$ cat config.mk
export PLATFORM = sky130hd
export DESIGN_NAME = ex_mem_stage_reg
export DESIGN_NICKNAME = d
export VERILOG_FILES = /design/src/rtl/ex_mem_stage_reg_pkg.sv /design/src/rtl/ex_mem_stage_reg_pipe_field_reg.sv /design/src/rtl/ex_mem_stage_reg.sv
export SDC_FILE = /design/constraint.sdc
export NUM_CORES = 1
export LEC_CHECK = 0
export BUFFER_PORTS_ARGS = -buffer_cell sky130_fd_sc_hd__buf_2
export CORE_MARGIN = 1.5
export CORE_UTILIZATION = 49
export DETAILED_ROUTE_END_ITERATION = 6
export PLACE_DENSITY_LB_ADDON = 0.15
export SYNTH_ARGS = -nofsm -noshare
export SYNTH_HDL_FRONTEND = slang
export SYNTH_HIERARCHICAL = 1
export SYNTH_SLANG_ARGS = --single-unit
$ cat constraint.sdc
create_clock -name clk -period 4.9 [get_ports clk]
set_input_delay 0.245 -clock clk [delete_from_list [all_inputs] [get_ports clk]]
set_output_delay 0.245 -clock clk [all_outputs]
set_load 0.01 [all_outputs]
$ cat src/rtl/ex_mem_stage_reg_pkg.sv
// ex_mem_stage_reg_pkg
//   Shared definitions for the EX/MEM pipeline boundary: opcode encodings,
//   ex_ctl bit positions, write-back select encodings and FSM state codes.
package ex_mem_stage_reg_pkg;

  localparam logic [4:0] HALT_OPC_DEF = 5'b00000;

  // Control-transfer opcodes (instr[15:11]); these are the instructions
  // that raise ex_pc_write in EX.
  localparam logic [4:0] OPC_J    = 5'b00100;
  localparam logic [4:0] OPC_JR   = 5'b00101;
  localparam logic [4:0] OPC_JAL  = 5'b00110;
  localparam logic [4:0] OPC_JALR = 5'b00111;
  localparam logic [4:0] OPC_BEQZ = 5'b01100;
  localparam logic [4:0] OPC_BNEZ = 5'b01101;
  localparam logic [4:0] OPC_BLTZ = 5'b01110;
  localparam logic [4:0] OPC_BGEZ = 5'b01111;

  // ex_ctl = {reg_write, mem_read, mem_write, wb_sel[1:0], halt_ok}
  localparam int CTL_W         = 6;
  localparam int CTL_REG_WRITE = 5;
  localparam int CTL_MEM_READ  = 4;
  localparam int CTL_MEM_WRITE = 3;
  localparam int CTL_WB_SEL_HI = 2;
  localparam int CTL_WB_SEL_LO = 1;
  localparam int CTL_HALT_OK   = 0;

  typedef enum logic [1:0] {
    WB_ALU    = 2'b00,
    WB_MEM    = 2'b01,
    WB_PC_INC = 2'b10,
    WB_SLBI   = 2'b11
  } wb_sel_e;

  typedef enum logic [1:0] {
    ST_RUN    = 2'b00,
    ST_REDIR  = 2'b01,
    ST_HALTED = 2'b10
  } exmem_state_e;

  function automatic logic is_xfer_opc(input logic [4:0] opc);
    return opc inside {OPC_J, OPC_JR, OPC_JAL, OPC_JALR,
                       OPC_BEQZ, OPC_BNEZ, OPC_BLTZ, OPC_BGEZ};
  endfunction

endpackage

$ cat src/rtl/ex_mem_stage_reg_pipe_field_reg.sv
// pipe_field_reg
//   One W-bit pipeline field: loads d when en is high, synchronous clear
//   (dominates en).
//   Ports: clk, rst (sync, active high), en, d[W-1:0], q[W-1:0]
module pipe_field_reg #(
  parameter int W = 16
) (
  input  logic         clk,
  input  logic         rst,
  input  logic         en,
  input  logic [W-1:0] d,
  output logic [W-1:0] q
);

  always_ff @(posedge clk) begin
    if (rst)     q <= '0;
    else if (en) q <= d;
  end

endmodule

$ cat src/rtl/ex_mem_stage_reg.sv
// ex_mem_stage_reg
//   EX/MEM pipeline register. Captures execute results into MEM, issues a
//   one-cycle redirect/flush for taken branches and jumps, and tracks HALT.
//   Ports:
//     clk, rst (sync, active high)
//     ex_*      execute-stage results and control, ex_valid qualifies them
//     mem_stall back-pressure from MEM
//     mem_*     registered copies (mem_ctl forced 0 when mem_valid is 0)
//     ex_hold   back-pressure to ID/EX
//     redirect, redirect_pc, flush_younger   control-transfer redirect
//     halted    sticky until rst
//   Optional: define EXMEM_PERF_EN to add perf_redirects / perf_bubbles
//   saturating counters.
//
//   state  | meaning
//   RUN    | normal capture
//   REDIR  | redirect/flush pulse this cycle; EX slot is wrong-path
//   HALTED | HALT reached MEM; no further capture
module ex_mem_stage_reg
  import ex_mem_stage_reg_pkg::*;
#(
  parameter int         DATA_W   = 16,
  parameter int         REG_AW   = 3,
  parameter logic [4:0] HALT_OPC = HALT_OPC_DEF
) (
  input  logic              clk,
  input  logic              rst,
  input  logic              ex_valid,
  input  logic [15:0]       ex_instr,
  input  logic [DATA_W-1:0] ex_pc_inc,
  input  logic [DATA_W-1:0] ex_alu_out,
  input  logic [DATA_W-1:0] ex_slbi_out,
  input  logic [DATA_W-1:0] ex_pc_next,
  input  logic              ex_pc_write,
  input  logic [DATA_W-1:0] ex_store_data,
  input  logic [REG_AW-1:0] ex_wr_reg,
  input  logic [CTL_W-1:0]  ex_ctl,
  input  logic              mem_stall,
  output logic              mem_valid,
  output logic [15:0]       mem_instr,
  output logic [DATA_W-1:0] mem_pc_inc,
  output logic [DATA_W-1:0] mem_alu_out,
  output logic [DATA_W-1:0] mem_slbi_out,
  output logic [DATA_W-1:0] mem_store_data,
  output logic [REG_AW-1:0] mem_wr_reg,
  output logic [CTL_W-1:0]  mem_ctl,
  output logic              ex_hold,
  output logic              redirect,
  output logic [DATA_W-1:0] redirect_pc,
  output logic              flush_younger,
`ifdef EXMEM_PERF_EN
  output logic [15:0]       perf_redirects,
  output logic [15:0]       perf_bubbles,
`endif
  output logic              halted
);

  exmem_state_e     state;
  logic             redirect_q;
  logic             accept;
  logic             cap_valid;
  logic             take_xfer;
  logic             take_halt;
  logic [CTL_W-1:0] ctl_q;

  assign halted        = (state == ST_HALTED);
  assign redirect      = redirect_q;
  assign flush_younger = redirect_q;
  assign ex_hold       = mem_stall | halted;
  assign accept        = ~mem_stall & ~halted;
  // The EX slot during a redirect cycle is wrong-path: captured as a bubble.
  assign cap_valid     = ex_valid & ~redirect_q;
  assign take_xfer     = cap_valid & ex_pc_write & (ex_pc_next != ex_pc_inc);
  assign take_halt     = cap_valid & (ex_instr[15:11] == HALT_OPC);
  assign mem_ctl       = mem_valid ? ctl_q : '0;

  always_ff @(posedge clk) begin
    if (rst) begin
      state       <= ST_RUN;
      redirect_q  <= 1'b0;
      redirect_pc <= '0;
      mem_valid   <= 1'b0;
    end else begin
      redirect_q <= 1'b0;
      case (state)
        ST_RUN, ST_REDIR: begin
          // REDIR lasts exactly one cycle even when MEM stalls.
          state <= ST_RUN;
          if (accept) begin
            mem_valid <= cap_valid;
            if (take_xfer) begin
              state       <= ST_REDIR;
              redirect_q  <= 1'b1;
              redirect_pc <= ex_pc_next;
            end else if (take_halt) begin
              state <= ST_HALTED;
            end
          end
        end
        ST_HALTED: begin
          state     <= ST_HALTED;
          mem_valid <= 1'b0;
        end
        default: state <= ST_RUN;
      endcase
    end
  end

  pipe_field_reg #(.W(16))     u_instr (.clk(clk), .rst(rst), .en(accept), .d(ex_instr),      .q(mem_instr));
  pipe_field_reg #(.W(DATA_W)) u_pcinc (.clk(clk), .rst(rst), .en(accept), .d(ex_pc_inc),     .q(mem_pc_inc));
  pipe_field_reg #(.W(DATA_W)) u_alu   (.clk(clk), .rst(rst), .en(accept), .d(ex_alu_out),    .q(mem_alu_out));
  pipe_field_reg #(.W(DATA_W)) u_slbi  (.clk(clk), .rst(rst), .en(accept), .d(ex_slbi_out),   .q(mem_slbi_out));
  pipe_field_reg #(.W(DATA_W)) u_store (.clk(clk), .rst(rst), .en(accept), .d(ex_store_data), .q(mem_store_data));
  pipe_field_reg #(.W(REG_AW)) u_wrreg (.clk(clk), .rst(rst), .en(accept), .d(ex_wr_reg),     .q(mem_wr_reg));
  pipe_field_reg #(.W(CTL_W))  u_ctl   (.clk(clk), .rst(rst), .en(accept), .d(ex_ctl),        .q(ctl_q));

`ifdef EXMEM_PERF_EN
  always_ff @(posedge clk) begin
    if (rst) begin
      perf_redirects <= '0;
      perf_bubbles   <= '0;
    end else begin
      if (accept && take_xfer && perf_redirects != 16'hFFFF)
        perf_redirects <= perf_redirects + 16'd1;
      if (accept && !cap_valid && perf_bubbles != 16'hFFFF)
        perf_bubbles <= perf_bubbles + 16'd1;
    end
  end
`endif

endmodule

Word-level counts from Yosys, hierarchy flattened
Index checks and enable logic that the tools add are counted.
W data, S select, Z words.
{ "totals": {"latchBits": 0, "romBits": 0, "mem_count": 0, "in_bits": 110, "ram_bits": 0, "reg_bits": 109, "wordCells": 41, "out_inout_bits": 110} }
{ "classes": {"order_cmp": 0, "multipliers": 0, "n_mux": 8, "n_bitwise": 11, "add_sub_neg": 0, "n_eq_ne": 4, "n_div": 0, "n_shift": 0, "reduce_logical": 7} }
{ "op_table": {"columns": ["cell", "n"], "rows": [
  ["$ne A16 B16 Y1", 1],
  ["$mux W2", 3],
  ["$mux W6", 1],
  ["$and A1 B1 Y1", 5],
  ["$logic_not A5 Y1", 1],
  ["$not A1 Y1", 5],
  ["$pmux W2 S2", 1],
  ["$reduce_and A3 Y1", 1],
  ["$reduce_or A3 Y1", 1],
  ["$eq A2 B1 Y1 const B", 1],
  ["$eq A2 B2 Y1 const B", 1],
  ["$logic_not A2 Y1", 1],
  ["$mux W1", 2],
  ["$ne A2 B2 Y1 const B", 1],
  ["$pmux W1 S2", 1],
  ["$reduce_and A2 Y1", 1],
  ["$reduce_bool A2 Y1", 1],
  ["$reduce_or A2 Y1", 1],
  ["$or A1 B1 Y1", 1]
]} }

Logic depth before layout (Yosys ltp)
{ "depth": {"word_depth": 7, "ltp_mapped": 7, "depth_no_buf": 5} }

Modules after synthesis
Netlist, hierarchy kept.
{ "by_module_without_submodules": {"columns": ["module", "instances", "area_each_um2", "seq_area_each_um2", "cells_per_inst"], "rows": [
  ["pipe_field_reg at u_alu ...", 5, 580.6, 320.3, 52],
  ["ex_mem_stage_reg", 1, 1116.1, 400.4, 115],
  ["pipe_field_reg at u_ctl", 1, 214.0, 120.1, 19],
  ["pipe_field_reg at u_wrreg", 1, 101.3, 60.1, 9]
]} }

Worst setup path after synthesis
Ideal clock, no wire load.
{ "synth_path": {"kind": "register -> register", "start": "register state[1]", "end": "register u_alu.q[10]", "path_slack_ns": 3.108, "path_buffers": 2, "period_less_slack_ns": 1.792, "setup_time_ns": 0.117, "required_ns": 4.783, "path_stages_with_launch": 7, "t_arrival_ns": 1.675, "cell_sequence": "dfxtp_1 nor2b_1 nor2_1 buf_6 buf_12 mux2i_1 nor2_1"} }
{ "synth_between": {"elab_chain_len": 3} }
{ "synth_lines": {"columns": ["item", "line_no", "text"], "rows": [
  ["from (decl)", "ex_mem_stage_reg.sv:58", "exmem_state_e state;"],
  ["from (signal assigned)", "ex_mem_stage_reg.sv:79", "state <= ST_RUN;"],
  ["from (signal assigned)", "ex_mem_stage_reg.sv:88", "state <= ST_RUN;"],
  ["from (signal assigned)", "ex_mem_stage_reg.sv:92", "state <= ST_REDIR;"],
  ["$eq A2 B2 Y1", "ex_mem_stage_reg.sv:66", "assign halted = (state == ST_HALTED);"],
  ["named net halted", "ex_mem_stage_reg.sv:55", "output logic halted"],
  ["$not A1 Y1", "ex_mem_stage_reg.sv:70", "assign accept = ~mem_stall & ~halted;"],
  ["$and A1 B1 Y1", "ex_mem_stage_reg.sv:70", null],
  ["named net accept", "ex_mem_stage_reg.sv:60", "logic accept;"],
  ["to (signal assigned)", "ex_mem_stage_reg_pipe_field_reg.sv:16", "if (rst) q <= '0;"],
  ["to (signal assigned)", "ex_mem_stage_reg_pipe_field_reg.sv:17", "else if (en) q <= d;"],
  ["to (decl)", "ex_mem_stage_reg_pipe_field_reg.sv:12", "output logic [W-1:0] q"]
]} }
The timed path passes the listed nets, and every way through them passes these cells.
A chain may end at the register's enable or synchronous reset.

Worst setup path after layout
{ "layout_path": {"start": "register redirect_q (netlist: flush_younger)", "end": "register redirect_pc[5]"} }
{ "layout_between": {"elab_chain_len": 5} }
{ "layout_lines": {"columns": ["item", "line_no", "text"], "rows": [
  ["from (decl)", "ex_mem_stage_reg.sv:59", "logic redirect_q;"],
  ["from (signal assigned)", "ex_mem_stage_reg.sv:80", "redirect_q <= 1'b0;"],
  ["from (signal assigned)", "ex_mem_stage_reg.sv:84", "redirect_q <= 1'b0;"],
  ["from (signal assigned)", "ex_mem_stage_reg.sv:93", "redirect_q <= 1'b1;"],
  ["$not A1 Y1", "ex_mem_stage_reg.sv:72", "assign cap_valid = ex_valid & ~redirect_q;"],
  ["$and A1 B1 Y1", "ex_mem_stage_reg.sv:72", null],
  ["$and A1 B1 Y1 (2 in a row)", "ex_mem_stage_reg.sv:73", "assign take_xfer = cap_valid & ex_pc_write & (ex_pc_next != ex_pc_inc);"],
  ["$reduce_and A3 Y1 (no line)", null, null],
  ["to (signal assigned)", "ex_mem_stage_reg.sv:94", "redirect_pc <= ex_pc_next;"],
  ["to (decl)", "ex_mem_stage_reg.sv:49", "output logic [DATA_W-1:0] redirect_pc,"]
]} }
No other way between the ends.

==> results.md <==
- Pre-CTS WS: 2730 ps
- Clk pwr share: 29.2%
- # setup viols final: 0
- Count of cells resized by post-cts repair: 0
- Reg2reg end: redirect_pc[5]
- GP Congestion: 0.820
- Die X: 97.1 um
- GR Util All Layers: 19.9%
- Clock sinks: 109
- Worst Tran Pin Value: 1130 ps
- Hold depth: 3
- Cts hold-fix bufs: 0
- Mapped cell area: 4330 um2
- CP startpoint kind: register
- Post-route clock period utilization: 44.1%
- Top cell family by delay on the critical path: simple AND/OR/NAND/NOR gates
- CTS Buffer Depth: 2
- WL final: 9.62 mm
- Avg Vias per Cell: 4.70
- Critical Path Slowest Stage Cell: nor2b_2
- Cell taking the most area after synthesis: dfxtp_1
- Critical Path Sink Type: register
- Worst Path Required: 5180 ps
- RR Startpoint: flush_younger
- Hold/Removal Path Class: in2reg
- CTS buffer count: 9
- Worst skew pair latency: 360 ps
- CP peak stage delay: 990 ps
- First-pass GRT wire length: 15.2 mm
- Switch share: 26.3%
- Fmax: 463 MHz
- Die height: 97.1 um
- Hold EP: u_alu/q[10]
- Clock transition at the registers of the reported paths: 100 ps
- MaxCap Viol Count: 0
- Min-delay src: ex_alu_out[10]
- Max Transition Viols Final: 0
- Netlist cell types: 22
- Crit-path cells: nor4b_1 > nor2b_2 > mux2i_1
- Root Driver: clkbuf_8
- Syn nets: 513
- Cell Pwr Density: 311 nW/um2
- Ant diodes: 0
- Ys Warns: 6
- Row count: 34
- Status: finished, final reports clean
- Drc violations: 0
- Die area: 9420 um2
- Final min period: 2160 ps
- Switch Pwr: 451 uW
- Largest net degree at the start of global routing: 126
- Maximum VDD drop: 0.127 mV
- Crit-path max FO: 18
- Flop2flop setup slack: 2740 ps
- Prevailing post-synth register cell: dfxtp_1
- Post-DRT Antenna Nets: 0
- Internal Power: 1270 uW
- Synthesized area per cell: 10.8 um2
- Post-synth ARST share: 0%
- RSZ-0062 raised after global routing: no
- Initial antenna violation count: 0
- DP HPWL: 6.96 mm
- Via count: 3384
- Cell count after synthesis: 403
- Final hold vios: 0
- Fraction of layout cells with a size suffix above 1: 39.2%
- Drt pass-1 iters: 4
- IO Count: 220
- Fin worst setup slack: 2740 ps
- Total gr overflow: 0
- Post-CTS setup buffer count: 0
- Rel. slew slack: 24.7%
- Critical path buffers and inverters: 0
- Skew final: 6.65 ps
- Setup total negative slack: 0 ps
- Yosys top cell area share: 50.3%
- Routed len/inst: 13.4 um
- Worst Path Arrival: 2440 ps
- Length in cells of the worst reg-to-reg path: 3
- Initial Utilization: 50.2%
- Core area: 8640 um2
- Vias in the first global route: 3117
- Area added between synthesis and finish: 27.3%
- Most frequent cell after synthesis: dfxtp_1
- Seq cells post-synth: 109
- Setup CP Type: reg2reg
- Logic pwr share: 15.0%
- CTS HTree Levels: 3
- Nets: 717
- TritonCTS clock tree: yes
- Synth top cells by count: dfxtp_1, mux2i_1, nor2_1, nand2b_1, xnor2_1
- Sequential share of power: 55.8%
- # port buffers: 219
- Drt initial violations: 52
- Number of flops mapped to enable cells by yosys: 0
- Top cells by area, synth: dfxtp_1, mux2i_1, nor2_1
- Post-synthesis sequential area ratio: 50.3%
- Pleak: 0.00288 uW
-- worst max-delay path by stage --
stage             startpoint         endpoint  slack, ps  cells past startpoint
2_1_floorplan       state[1]      u_alu/q[10]       3110                      6
3_3_place_gp        state[1]       u_alu/q[8]       2810                      5
3_5_place_dp       mem_stall  redirect_pc[14]       2730                      4
4_1_cts        flush_younger   redirect_pc[5]       2710                      3
5_1_grt        flush_younger   redirect_pc[5]       2490                      3
6_report       flush_younger   redirect_pc[5]       2740                      3
-- per-stage QoR --
step                      hold slack [ps]  total power, uW  instances  util (%)  cell area (um2)
after floorplan                       317             1130        403         -             4330
after global placement                455             1230        704      61.8             5340
after detailed placement              461             1240        704      61.8             5340
after CTS                            93.9             1740        720      63.9             5520
after global routing                 94.9             1810        720      63.9             5520
final                                 111             1720        720      63.9             5520
-- worst reg2reg max path: stages (launching register included) --
cell     delay (ps)
dfxtp_1         330
nor4b_1         470
nor2b_2         990
mux2i_1         300
-- registers in the layout (all words and copies together), names as in the netlist --
signal and cells:
u_wrreg/q 3, mem_valid 1, state 2, u_store/q 16
u_slbi/q 16, u_pcinc/q 16, u_ctl/q 6, redirect_pc 16
flush_younger 1, u_instr/q 16, u_alu/q 16
-- cell usage in the layout (no fill, tap or decap), drive strengths merged --
cell | synthesis | final
mux2i | 105 | 105
nand4 | 4 | 4
and2 | 6 | 6
o41ai | 1 | 1
nor2b | 4 | 4
a41oi | 1 | 1
inv | 1 | 4
xnor2 | 16 | 16
nor4b | 1 | 1
a21oi | 1 | 1
mux2 | 1 | 1
nor3 | 1 | 1
dfxtp | 109 | 109
or2b | 3 | 3
nand2b | 29 | 29
clkinv | 0 | 3
buf | 24 | 220
clkbuf | 3 | 10
nor2 | 93 | 93
-- cell families (layout without fill, tap and decap cells) --
family / after synthesis / after routing / share of synthesized area, %
mux: 106 / 106 / 24.5
buf+inv: 28 / 237 / 6.12
xor+xnor: 16 / 16 / 3.23
simple gates: 141 / 141 / 15.1
compound gates: 3 / 3 / 0.693
flops: 109 / 109 / 50.3
-- final cells by class --
class / count / area, um2
Clock inverter: 6 / 45.0
Timing Repair Buffer: 220 / 1120
Inverter: 1 / 3.75
Multi-Input combinational cell: 266 / 1900
Sequential cell: 109 / 2180
Clock buffer: 10 / 138
Fill cell: 740 / 3120
Tap cell: 108 / 135
-- layer usage --
metal  global-route usage (%)  routed length (um)  up-vias
met3                     4.10                 638       19
met5                        0                   0        -
met2                     33.1                4540      131
li1                         -                   -     1726
met1                     25.1                4200     1508
met4                     8.47                 242        0
-- power groups by stage --
stage | sequential, uW | clock [uW] | combinational, uW
2_1_floorplan | 999 | 0 | 135
5_1_grt | 965 | 561 | 280
3_5_place_dp | 978 | 0 | 260
4_1_cts | 958 | 521 | 261
3_3_place_gp | 976 | 0 | 255
6_report | 958 | 502 | 257
Note: power is estimated with default switching activity, not from simulation.
